### config.mk
export PLATFORM = sky130hd
export DESIGN_NAME = cpu_seq_ctrl_flat
export DESIGN_NICKNAME = d
export VERILOG_FILES = /design/src/rtl/cpu_seq_ctrl_if.sv /design/src/rtl/cpu_seq_ctrl.sv /design/src/flat_wrapper.sv
export SDC_FILE = /design/constraint.sdc
export NUM_CORES = 1
export LEC_CHECK = 0
export ABC_AREA = 1
export BUFFER_PORTS_ARGS = -buffer_cell sky130_fd_sc_hd__buf_4
export CORE_AREA = 5 5 101 103
export DETAILED_ROUTE_END_ITERATION = 10
export DIE_AREA = 0 0 106 108
export PLACE_DENSITY = 0.71
export REMOVE_ABC_BUFFERS = 1
export SLEW_MARGIN = 0
export SYNTH_ARGS = -nofsm -noshare
export SYNTH_HDL_FRONTEND = slang
export SYNTH_SLANG_ARGS = --single-unit
### constraint.sdc
create_clock -name clk -period 3.2 [get_ports clk]
set_clock_uncertainty 0.15 [all_clocks]
set_input_delay 0.48 -clock clk [delete_from_list [all_inputs] [get_ports clk]]
set_output_delay 0.48 -clock clk [all_outputs]
set_load 0.005 [all_outputs]
### src/rtl/cpu_seq_ctrl_if.sv
// Handshake and control bundle between the RV32I control sequencer and
// the rest of the core (instruction/data memory, decoder, ALU, PC, regfile).
interface cpu_seq_ctrl_if #(
   parameter int RETIRE_W = 32
);
   logic                imem_req;
   logic                imem_ready;
   logic [31:0]         imem_rdata;
   logic [31:0]         ir;
   logic                dec_en;
   logic [31:0]         invalid_instruction;
   logic [7:0]          mechie_op;
   logic                dmem_req;
   logic                dmem_we;
   logic                dmem_ready;
   logic                alu_valid;
   logic                rf_we;
   logic                pc_we;
   logic [1:0]          pc_sel;
   logic                br_taken;
   logic                trap;
   logic [3:0]          trap_cause;
   logic                irq;
   logic                halted;
   logic [RETIRE_W-1:0] retired;

   // Sequencer side: drives requests, strobes and status
   modport master (
      output imem_req, ir, dec_en, dmem_req, dmem_we, alu_valid, rf_we,
             pc_we, pc_sel, trap, trap_cause, halted, retired,
      input  imem_ready, imem_rdata, invalid_instruction, mechie_op,
             dmem_ready, br_taken, irq
   );

   // Surrounding core side: answers requests and reports decode results
   modport slave (
      input  imem_req, ir, dec_en, dmem_req, dmem_we, alu_valid, rf_we,
             pc_we, pc_sel, trap, trap_cause, halted, retired,
      output imem_ready, imem_rdata, invalid_instruction, mechie_op,
             dmem_ready, br_taken, irq
   );
endinterface

### src/rtl/cpu_seq_ctrl.sv
// Multi-cycle control sequencer for the RV32I core. Walks each instruction
// through FETCH/DECODE/EXEC/MEM/WB, with trap entry, WFI halt, memory
// timeouts and a retired-instruction counter.
module cpu_seq_ctrl #(
   parameter int MEM_TIMEOUT = 16,
   parameter int RETIRE_W    = 32
) (
   input  logic           clk,
   input  logic           rst_n,
   cpu_seq_ctrl_if.master bus
);

   typedef enum logic [2:0] {
      S_FETCH, S_DECODE, S_EXEC, S_MEM, S_WB, S_TRAP, S_WFI
   } state_t;

   localparam logic [4:0] OP_LOAD   = 5'b00000;
   localparam logic [4:0] OP_STORE  = 5'b01000;
   localparam logic [4:0] OP_BRANCH = 5'b11000;
   localparam logic [4:0] OP_JAL    = 5'b11011;
   localparam logic [4:0] OP_JALR   = 5'b11001;

   localparam logic [1:0] PC_NEXT   = 2'b00;
   localparam logic [1:0] PC_TARGET = 2'b01;
   localparam logic [1:0] PC_TRAP   = 2'b10;
   localparam logic [1:0] PC_MEPC   = 2'b11;

   localparam logic [3:0] CAUSE_ILLEGAL = 4'd2;
   localparam logic [3:0] CAUSE_EBREAK  = 4'd3;
   localparam logic [3:0] CAUSE_BUS     = 4'd5;
   localparam logic [3:0] CAUSE_ECALL   = 4'd11;

   // The last waiting cycle before a request gives up with a bus error
   localparam logic [7:0] TMO_LAST = 8'(MEM_TIMEOUT - 1);

   state_t              state_q, state_d;
   logic [31:0]         ir_q, ir_d;
   logic [RETIRE_W-1:0] retired_q;
   logic [3:0]          cause_q, cause_d;
   logic [7:0]          tmo_q;
   logic [1:0]          pc_sel_q, pc_sel_d;
   logic                trap_retire_q, trap_retire_d;
   logic                retire_inc;

   logic                imem_req, dec_en, dmem_req, dmem_we, alu_valid;
   logic                rf_we, pc_we, trap, halted;
   logic [1:0]          pc_sel;

   logic [4:0]          opcode;
   logic                is_store, is_mem, is_branch, is_jump, rd_zero;

   assign opcode    = ir_q[6:2];
   assign is_store  = (opcode == OP_STORE);
   assign is_mem    = (opcode == OP_LOAD) || is_store;
   assign is_branch = (opcode == OP_BRANCH);
   assign is_jump   = (opcode == OP_JAL) || (opcode == OP_JALR);
   assign rd_zero   = (ir_q[11:7] == 5'd0);

   // State register plus IR, trap cause, PC decision, timeout and retire count
   always_ff @(posedge clk) begin
      if (!rst_n) begin
         state_q       <= S_FETCH;
         ir_q          <= '0;
         retired_q     <= '0;
         cause_q       <= '0;
         tmo_q         <= '0;
         pc_sel_q      <= PC_NEXT;
         trap_retire_q <= 1'b0;
      end else begin
         state_q       <= state_d;
         ir_q          <= ir_d;
         cause_q       <= cause_d;
         pc_sel_q      <= pc_sel_d;
         trap_retire_q <= trap_retire_d;
         retired_q     <= retired_q + RETIRE_W'(retire_inc);
         if (state_d != state_q) begin
            tmo_q <= '0;
         end else if (state_q == S_FETCH || state_q == S_MEM) begin
            tmo_q <= tmo_q + 8'd1;
         end
      end
   end

   // Next-state decision and per-state strobes; everything is forced low while reset is held
   always_comb begin
      state_d       = state_q;
      ir_d          = ir_q;
      cause_d       = cause_q;
      pc_sel_d      = pc_sel_q;
      trap_retire_d = trap_retire_q;
      retire_inc    = 1'b0;
      imem_req      = 1'b0;
      dec_en        = 1'b0;
      dmem_req      = 1'b0;
      dmem_we       = 1'b0;
      alu_valid     = 1'b0;
      rf_we         = 1'b0;
      pc_we         = 1'b0;
      pc_sel        = PC_NEXT;
      trap          = 1'b0;
      halted        = 1'b0;

      case (state_q)
         S_FETCH: begin
            imem_req = 1'b1;
            if (bus.imem_ready) begin
               ir_d    = bus.imem_rdata;
               state_d = S_DECODE;
            end else if (tmo_q == TMO_LAST) begin
               cause_d       = CAUSE_BUS;
               trap_retire_d = 1'b0;
               state_d       = S_TRAP;
            end
         end
         S_DECODE: begin
            dec_en = 1'b1;
            if (ir_q[1:0] != 2'b11 || bus.invalid_instruction == 32'd2) begin
               cause_d       = CAUSE_ILLEGAL;
               trap_retire_d = 1'b0;
               state_d       = S_TRAP;
            end else if (bus.mechie_op[0]) begin
               cause_d       = CAUSE_EBREAK;
               trap_retire_d = 1'b1;
               state_d       = S_TRAP;
            end else if (bus.mechie_op[1]) begin
               cause_d       = CAUSE_ECALL;
               trap_retire_d = 1'b1;
               state_d       = S_TRAP;
            end else if (bus.mechie_op[5]) begin
               state_d = S_WFI;
            end else begin
               state_d = S_EXEC;
            end
         end
         S_EXEC: begin
            dec_en    = 1'b1;
            alu_valid = 1'b1;
            pc_sel_d  = PC_NEXT;
            if (is_mem) begin
               state_d = S_MEM;
            end else begin
               if (is_jump || (is_branch && bus.br_taken)) begin
                  pc_sel_d = PC_TARGET;
               end else if (bus.mechie_op[2]) begin
                  pc_sel_d = PC_MEPC;
               end
               state_d = S_WB;
            end
         end
         S_MEM: begin
            dec_en   = 1'b1;
            dmem_req = 1'b1;
            dmem_we  = is_store;
            if (bus.dmem_ready) begin
               state_d = S_WB;
            end else if (tmo_q == TMO_LAST) begin
               cause_d       = CAUSE_BUS;
               trap_retire_d = 1'b0;
               state_d       = S_TRAP;
            end
         end
         S_WB: begin
            dec_en     = 1'b1;
            pc_we      = 1'b1;
            pc_sel     = pc_sel_q;
            rf_we      = !(is_store || is_branch || bus.mechie_op[2] || rd_zero);
            retire_inc = 1'b1;
            state_d    = S_FETCH;
         end
         S_TRAP: begin
            trap       = 1'b1;
            pc_we      = 1'b1;
            pc_sel     = PC_TRAP;
            retire_inc = trap_retire_q;
            state_d    = S_FETCH;
         end
         S_WFI: begin
            halted = 1'b1;
            if (bus.irq) begin
               pc_we      = 1'b1;
               pc_sel     = PC_NEXT;
               retire_inc = 1'b1;
               state_d    = S_FETCH;
            end
         end
         default: begin
            state_d = S_FETCH;
         end
      endcase

      if (!rst_n) begin
         imem_req  = 1'b0;
         dec_en    = 1'b0;
         dmem_req  = 1'b0;
         dmem_we   = 1'b0;
         alu_valid = 1'b0;
         rf_we     = 1'b0;
         pc_we     = 1'b0;
         pc_sel    = PC_NEXT;
         trap      = 1'b0;
         halted    = 1'b0;
      end
   end

   assign bus.imem_req   = imem_req;
   assign bus.ir         = ir_q;
   assign bus.dec_en     = dec_en;
   assign bus.dmem_req   = dmem_req;
   assign bus.dmem_we    = dmem_we;
   assign bus.alu_valid  = alu_valid;
   assign bus.rf_we      = rf_we;
   assign bus.pc_we      = pc_we;
   assign bus.pc_sel     = pc_sel;
   assign bus.trap       = trap;
   assign bus.trap_cause = cause_q;
   assign bus.halted     = halted;
   assign bus.retired    = retired_q;

endmodule

### src/flat_wrapper.sv
// flat-port wrapper written by rule: the top's interface ports become plain ports
module cpu_seq_ctrl_flat 
#(
   parameter int MEM_TIMEOUT = 16,
   parameter int RETIRE_W    = 32
)
  (clk, rst_n, bus_imem_req, bus_ir, bus_dec_en, bus_dmem_req, bus_dmem_we, bus_alu_valid, bus_rf_we, bus_pc_we, bus_pc_sel, bus_trap, bus_trap_cause, bus_halted, bus_retired, bus_imem_ready, bus_imem_rdata, bus_invalid_instruction, bus_mechie_op, bus_dmem_ready, bus_br_taken, bus_irq);
  cpu_seq_ctrl_if #(.RETIRE_W(RETIRE_W)) bus_i ();
  input  logic clk;
  input  logic rst_n;
  output wire logic [$bits(bus_i.imem_req)-1:0] bus_imem_req;
  output wire logic [$bits(bus_i.ir)-1:0] bus_ir;
  output wire logic [$bits(bus_i.dec_en)-1:0] bus_dec_en;
  output wire logic [$bits(bus_i.dmem_req)-1:0] bus_dmem_req;
  output wire logic [$bits(bus_i.dmem_we)-1:0] bus_dmem_we;
  output wire logic [$bits(bus_i.alu_valid)-1:0] bus_alu_valid;
  output wire logic [$bits(bus_i.rf_we)-1:0] bus_rf_we;
  output wire logic [$bits(bus_i.pc_we)-1:0] bus_pc_we;
  output wire logic [$bits(bus_i.pc_sel)-1:0] bus_pc_sel;
  output wire logic [$bits(bus_i.trap)-1:0] bus_trap;
  output wire logic [$bits(bus_i.trap_cause)-1:0] bus_trap_cause;
  output wire logic [$bits(bus_i.halted)-1:0] bus_halted;
  output wire logic [$bits(bus_i.retired)-1:0] bus_retired;
  input wire logic [$bits(bus_i.imem_ready)-1:0] bus_imem_ready;
  input wire logic [$bits(bus_i.imem_rdata)-1:0] bus_imem_rdata;
  input wire logic [$bits(bus_i.invalid_instruction)-1:0] bus_invalid_instruction;
  input wire logic [$bits(bus_i.mechie_op)-1:0] bus_mechie_op;
  input wire logic [$bits(bus_i.dmem_ready)-1:0] bus_dmem_ready;
  input wire logic [$bits(bus_i.br_taken)-1:0] bus_br_taken;
  input wire logic [$bits(bus_i.irq)-1:0] bus_irq;
  assign bus_imem_req = bus_i.imem_req;
  assign bus_ir = bus_i.ir;
  assign bus_dec_en = bus_i.dec_en;
  assign bus_dmem_req = bus_i.dmem_req;
  assign bus_dmem_we = bus_i.dmem_we;
  assign bus_alu_valid = bus_i.alu_valid;
  assign bus_rf_we = bus_i.rf_we;
  assign bus_pc_we = bus_i.pc_we;
  assign bus_pc_sel = bus_i.pc_sel;
  assign bus_trap = bus_i.trap;
  assign bus_trap_cause = bus_i.trap_cause;
  assign bus_halted = bus_i.halted;
  assign bus_retired = bus_i.retired;
  assign bus_i.imem_ready = bus_imem_ready;
  assign bus_i.imem_rdata = bus_imem_rdata;
  assign bus_i.invalid_instruction = bus_invalid_instruction;
  assign bus_i.mechie_op = bus_mechie_op;
  assign bus_i.dmem_ready = bus_dmem_ready;
  assign bus_i.br_taken = bus_br_taken;
  assign bus_i.irq = bus_irq;
  cpu_seq_ctrl #(.MEM_TIMEOUT(MEM_TIMEOUT), .RETIRE_W(RETIRE_W)) u_core (.clk(clk), .rst_n(rst_n), .bus(bus_i));
endmodule
==> reports/results.tsv, run 1 <==
metric	value	unit
min_path_type	primary input to flip-flop	
slew_viol_final	0	
syn_to_final_growth	36.0	%
preCtsSetupSlack	0.341	ns
synth_cell_type_count	42	
pin_count	157	
maxCapViolCount	0	
hold_viol	0	
synth_seq_area_share	0.404	
vias	4227	
power_density	554	mW/mm2
p_leak	2.56	nW
initial_core_util	0.446	
critPathMaxFanout	7	
grt_pass1_wl	18.7	mm
cts_max_path_buffers	2	
syn_area_per_cell	7.07	um2
worstRegToRegCells	15	
tns	0	ns
cp-start-kind	flip-flop	
die_area	0.0114	mm2
core_area	0.00911	mm2
cts-root-buf	clkbuf_8	
end_kind	flip-flop	
synth_area_leaders	dfxtp_1 (40%), nand2_1 (11%), inv_1 (7.3%)	
clock_latency	0.34	ns
fmaxAchievable	0.350	GHz
ys.flop_type	dfxtp_1	
drtIter0Drc	196	
min_to	u_core.bus.trap_cause[3]$_SDFFE_PN0P_	
track_usage	0.201	
syn-cell-area	0.00406	mm2
worstPathRequired	3.30	ns
timing.final.crit_period	2.85	ns
fin_nets	805	
drt-pass1-iter-count	4	
fp.dieH	108	um
power	3.06	mW
antenna_left	0	
grt_pass1_vias	4139	
tritoncts	done	
final_cells	840	
routed_wl	11.3	mm
rr_endpoint	u_core.bus.retired[30]$_SDFF_PN0_	
antenna_found_initial	0	
synth_edf_count	0	
drc_errors	0	
grt_max_degree	42	
tightestPinTransition	0.422	ns
hpwlAfterDp	8.81	mm
async_flop_share	0	
place_inst	824	
via_per_inst	5.03	
relSlewSlack	0.717	
ff2ff_setup_slack	0.35	ns
outcome	finished clean	
setup_viol	0	
cts_num_sinks	82	
h-tree-depth	3	
portBuffers	152	
die_w	106	um
ctsResizeCount	0	
synth_top_cell_by_area	dfxtp_1	
synth_cells	574	
rsz0062_at_grt	no	
num_rows	35	
period_share	0.892	
synth.top_cell.area_share	0.404	
peakVddDrop	0.000332	V
reg2reg_from	u_core.state_q[1]$_SDFF_PN0_	
hp-start	bus_mechie_op[0]	
ys.warnings.count	0	
yosysMostFrequentCell	nand2_1	
gp_congestion	0.860	
drive_above_1_share	0.285	
worst_ep_arrival_time	2.95	ns
grt-ovfl-total	0	
cts_setup_buffers	0	
setup_slack	0.346	ns
post_drt_wl_per_cell	13.4	um
hold_depth	3	
cts_hold_buf	0	
final_util	0.606	
n_antenna_cell	0	
path_class	flip-flop to flip-flop	
ys_top_cells_by_count	nand2_1 (118), dfxtp_1 (82), inv_1 (79)	
ys_ff_latch	82	
numCtsBuffers	9	
cts.clk_slew.worst_paths	0.08	ns
## worst max-delay path, cell delays in order (launching register included)
cell and delay [ns]:
dfxtp_1 0.41, nor2_2 0.18, inv_1 0.07, nor2_1 0.18
inv_1 0.08, nand3_1 0.09, ha_1 0.19, ha_1 0.21
nand3_2 0.13, inv_1 0.12, nand4_1 0.16, nor2_2 0.22
nand3_1 0.17, nor2_1 0.17, a21oi_1 0.08, o21a_1 0.11
## power by group
part	switching (mW)	internal (mW)
clock network	0.374	0.440
registers	0.0897	1.14
logic	0.616	0.401
## worst max path at each step
stage                                                    to  cells after the start                    startpoint
after global routing      u_core.bus.retired[26]$_SDFF_PN0_                     15  u_core.state_q[1]$_SDFF_PN0_
final                     u_core.bus.retired[30]$_SDFF_PN0_                     15  u_core.state_q[1]$_SDFF_PN0_
after CTS                 u_core.bus.retired[30]$_SDFF_PN0_                     15  u_core.state_q[1]$_SDFF_PN0_
after floorplan                                 bus_dmem_we                      2                         rst_n
after detailed placement  u_core.bus.retired[30]$_SDFF_PN0_                     15  u_core.state_q[0]$_SDFF_PN0_
after global placement    u_core.bus.retired[30]$_SDFF_PN0_                     15  u_core.state_q[1]$_SDFF_PN0_
## per-stage QoR
stage | instance area (um2) | hold WS (ns)
floorplan | 3990 | 0.291
global placement | 5300 | 0.292
detailed placement | 5300 | 0.297
CTS | 5520 | 0.239
global route | 5520 | 0.242
finish | 5520 | 0.257
## cells in the final DEF (no fill, tap or decap), drive strengths merged
cell    synthesis  layout
a31oi           2       2
inv            83      84
mux2i           1       1
nor2           63      63
dfxtp          82      82
clkbuf         13       9
xor2            6       6
nor3b           8       8
and3            1       1
or2             3       3
nor3           18      18
a21oi          61      61
nand2         123     123
nor4            5       5
o21a            3       3
o21ai          18      18
a311oi          1       1
bufinv          0       2
nand3          51      51
and2            1       1
nand4          13      13
buf             4     156
xnor2           7       7
a31o            1       1
o31ai           2       2
clkinv          1       5
ha              3       3
## sequential cells by signal, summed over array words and instances (netlist names)
signal,cells
u_core.bus.ir,32
u_core.bus.retired,32
u_core.bus.trap_cause,4
u_core.pc_sel_q,2
u_core.state_q,3
u_core.tmo_q,8
u_core.trap_retire_q,1
## metal layers
metal  wire (um)  GRT usage  vias up
li1            -          -     2148
met1        4550      0.234     1933
met2        5480      0.343      127
met3        1060     0.0704       19
met4         191     0.0703        0
met5           0          0        -
## logic make-up (layout without fill, tap and decap cells)
logic type	Yosys count	in the layout	share of synthesized area
compound gates	88	88	0.116
buf+inv	101	256	0.0946
mux	1	1	0.00247
fa+ha+maj	3	3	0.00925
flops	82	82	0.404
xor+xnor	13	13	0.0281
simple gates	286	286	0.345
## layout make-up
class | instances | area (um2)
Tap cell | 111 | 139
Clock buffer | 9 | 124
Clock inverter | 7 | 92.6
Multi-Input combinational cell | 391 | 2030
Fill cell | 867 | 3590
Sequential cell | 82 | 1640
Timing Repair Buffer | 156 | 1170
Inverter | 84 | 318
(Power assumes the default switching activity.)
==> run 2, diff against run 1 <==
==> constraint.sdc (replaced) <==
create_clock -name clk -period 3.2 [get_ports clk]
set_clock_uncertainty 0.15 [all_clocks]
set_input_delay 0.64 -clock clk [delete_from_list [all_inputs] [get_ports clk]]
set_output_delay 0.64 -clock clk [all_outputs]
set_load 0.005 [all_outputs]
==> run 2 against run 1 <==
Against the previous run:
- die area unchanged
- worst setup slack got worse by 0.072 ns
- cell count increased by 0.12%
- clock-buffer cell count increased by 1
- register-to-register slack got worse by 0.07 ns
- sequential power about the same
- global-route usage about the same
- wire length increased by 3.5%
- design area increased by 0.34%
- sequential share of layout area decreased by 0.10 points
==> reports/results.tsv, run 2 (same netlist as run 1, synthesis figures left out) <==
metric	value	unit	change
slew_viol_final	0		unchanged
final_common_cell	buf_4		
preCtsSetupSlack	0.341	ns	+0.000175 ns
rr_endpoint	u_core.bus.retired[30]$_SDFF_PN0_		
worst_ep_arrival_time	3.02	ns	+0.07 ns
cts.clk_slew.worst_paths	0.09	ns	about the same
die_area	0.0114	mm2	unchanged
routed_wl	11.7	mm	+3.5%
initial_core_util	0.446		unchanged
p_leak	2.56	nW	+0.15%
cpMostUsedCell	inv_1		
num_rows	35		unchanged
fin_area	0.00554	mm2	+0.34%
layout_common_cells	buf_4 (157), nand2_1 (118), dfxtp_1 (82)		
pin_count	157		unchanged
relSlewSlack	0.641		-0.0753
cts_hold_buf	0		unchanged
via_per_inst	5.06		+0.61%
tns	0	ns	unchanged
end_kind	flip-flop		
slowest_stage	dfxtp_1		
cts_num_sinks	82		unchanged
maxCapViolCount	0		unchanged
setup_viol	0		unchanged
peakVddDrop	0.000330	V	-0.59%
hp-start	u_core.bus.trap_cause[2]$_SDFFE_PN0P_		
setup_slack	0.274	ns	-0.0722 ns
ff2ff_setup_slack	0.27	ns	-0.07 ns
combPwrFrac	0.330		-0.003
drt-pass1-iter-count	4		unchanged
hold_depth	2		-1
cts_max_path_buffers	2		unchanged
h-tree-depth	3		unchanged
outcome	finished clean		
nFillCells	863		-0.46%
worstRegToRegCells	15		unchanged
power_density	561	mW/mm2	+1.3%
min_path_type	flip-flop to flip-flop		
tritoncts	done		
clockPowerShare	0.274		+0.008
numCtsBuffers	9		unchanged
grt_max_degree	42		unchanged
hold_viol	0		unchanged
drtIter0Drc	168		-14%
reg2reg_from	u_core.state_q[1]$_SDFF_PN0_		
path_class	flip-flop to flip-flop		
grt_pass1_vias	4050		-2.2%
drive_above_1_share	0.286		+0.000979
drc_errors	0		unchanged
tightestPinTransition	0.535	ns	+0.113 ns
cts-root-buf	clkbuf_8		
cp-start-kind	flip-flop		
timing.hold.ws	0.304	ns	+0.0472 ns
p_int	2.00	mW	+1.2%
hpwlAfterDp	8.92	mm	+1.3%
min_to	u_core.bus.trap_cause[2]$_SDFFE_PN0P_		
path_delay_family	simple AND/OR/NAND/NOR gates		
seqPwrFrac	0.396		-0.006
switchingPower	1.11	mW	+2.4%
critPathMaxFanout	7		unchanged
post_drt_wl_per_cell	13.9	um	+3.4%
timing.final.crit_period	2.93	ns	+0.0722 ns
die_w	106	um	unchanged
cpPeakStageDelay	0.42	ns	about the same
syn_to_final_growth	36.4	%	
track_usage	0.201		about the same
vias	4258		+0.73%
grt_pass1_wl	18.7	mm	-0.29%
gp_congestion	0.878		+2.1%
period_share	0.914		+0.0226
critPathBufInv	3		unchanged
clock_latency	0.35	ns	about the same
cts_setup_buffers	0		unchanged
antenna_left	0		unchanged
portBuffers	152		unchanged
fmaxAchievable	0.342	GHz	-2.5%
ctsResizeCount	0		unchanged
post_dp_cell_area	0.00531	mm2	+0.14%
core_area	0.00911	mm2	unchanged
grt-ovfl-total	0		unchanged
cp_cell_sequence	nor2_2, inv_1, nor2_1, inv_1, nand3_1, ha_1, ha_1, nand3_2, inv_1, nand4_1, nor2_2, nand3_1, nor2_1, a21oi_1, o21a_1		
n_antenna_cell	0		unchanged
rsz0062_at_grt	no		
swShare	0.356		+0.00268
fin_nets	806		+0.12%
antenna_found_initial	0		unchanged
worstPathRequired	3.29	ns	about the same
fp.dieH	108	um	unchanged
[run 2: cell count changes in the layout (fill, tap and decap cells not counted)]
cell and change:
buf_4 +1, clkinvlp_4 +1, clkbuf_8 +1, inv_6 -1
clkinv_2 -2, clkinv_4 +1
[run 2: worst max-delay path by stage]
stage	cells after the start	startpoint	slack (ns)	to
after floorplan	2	rst_n	0.35	bus_dmem_we
after detailed placement	15	u_core.state_q[1]$_SDFF_PN0_	0.34	u_core.bus.retired[30]$_SDFF_PN0_
after CTS	15	u_core.state_q[1]$_SDFF_PN0_	0.30	u_core.bus.retired[30]$_SDFF_PN0_
after global routing	15	u_core.state_q[1]$_SDFF_PN0_	0.03	u_core.bus.retired[30]$_SDFF_PN0_
after global placement	15	u_core.state_q[1]$_SDFF_PN0_	0.46	u_core.bus.retired[30]$_SDFF_PN0_
final	15	u_core.state_q[1]$_SDFF_PN0_	0.27	u_core.bus.retired[30]$_SDFF_PN0_
[run 2: power by group through the flow]
stage	Sequential, mW	Combinational, mW	Clock, mW
global placement	1.24	1.01	0
CTS	1.23	1.04	0.865
global route	1.25	1.14	0.904
detailed placement	1.25	1.03	0
finish	1.23	1.03	0.851
floorplan	1.25	0.604	0
[run 2: metal layers]
layer,vias up,global-route usage,share of wire
met3,17,0.0734,0.099
met4,0,0.0722,0.016
met5,-,0,0
met2,150,0.353,0.49
li1,2161,-,-
met1,1930,0.223,0.40
[run 2: layout make-up]
type,count,area [um2],share of cell area
flip-flops and latches,82,1640,0.296
repair buffers,157,1180,0.213
clock buffers,10,138,0.0249
multi-input cells,391,2030,0.367
inverters,84,318,0.0574
well taps,111,139,0.0251
clock inverters,6,90.1,0.0163
[run 2: through the flow]
stage	instances	utilization	power, mW
after floorplan	557	-	1.85
after global placement	825	0.583	2.25
after detailed placement	825	0.583	2.28
after CTS	841	0.608	3.13
after global routing	841	0.608	3.29
final	841	0.608	3.11
[run 2: tightest hold or removal path, stage by stage (launching register included)]
cell and delay [ns]:
dfxtp_1 0.32, inv_1 0.05, a21oi_1 0.05
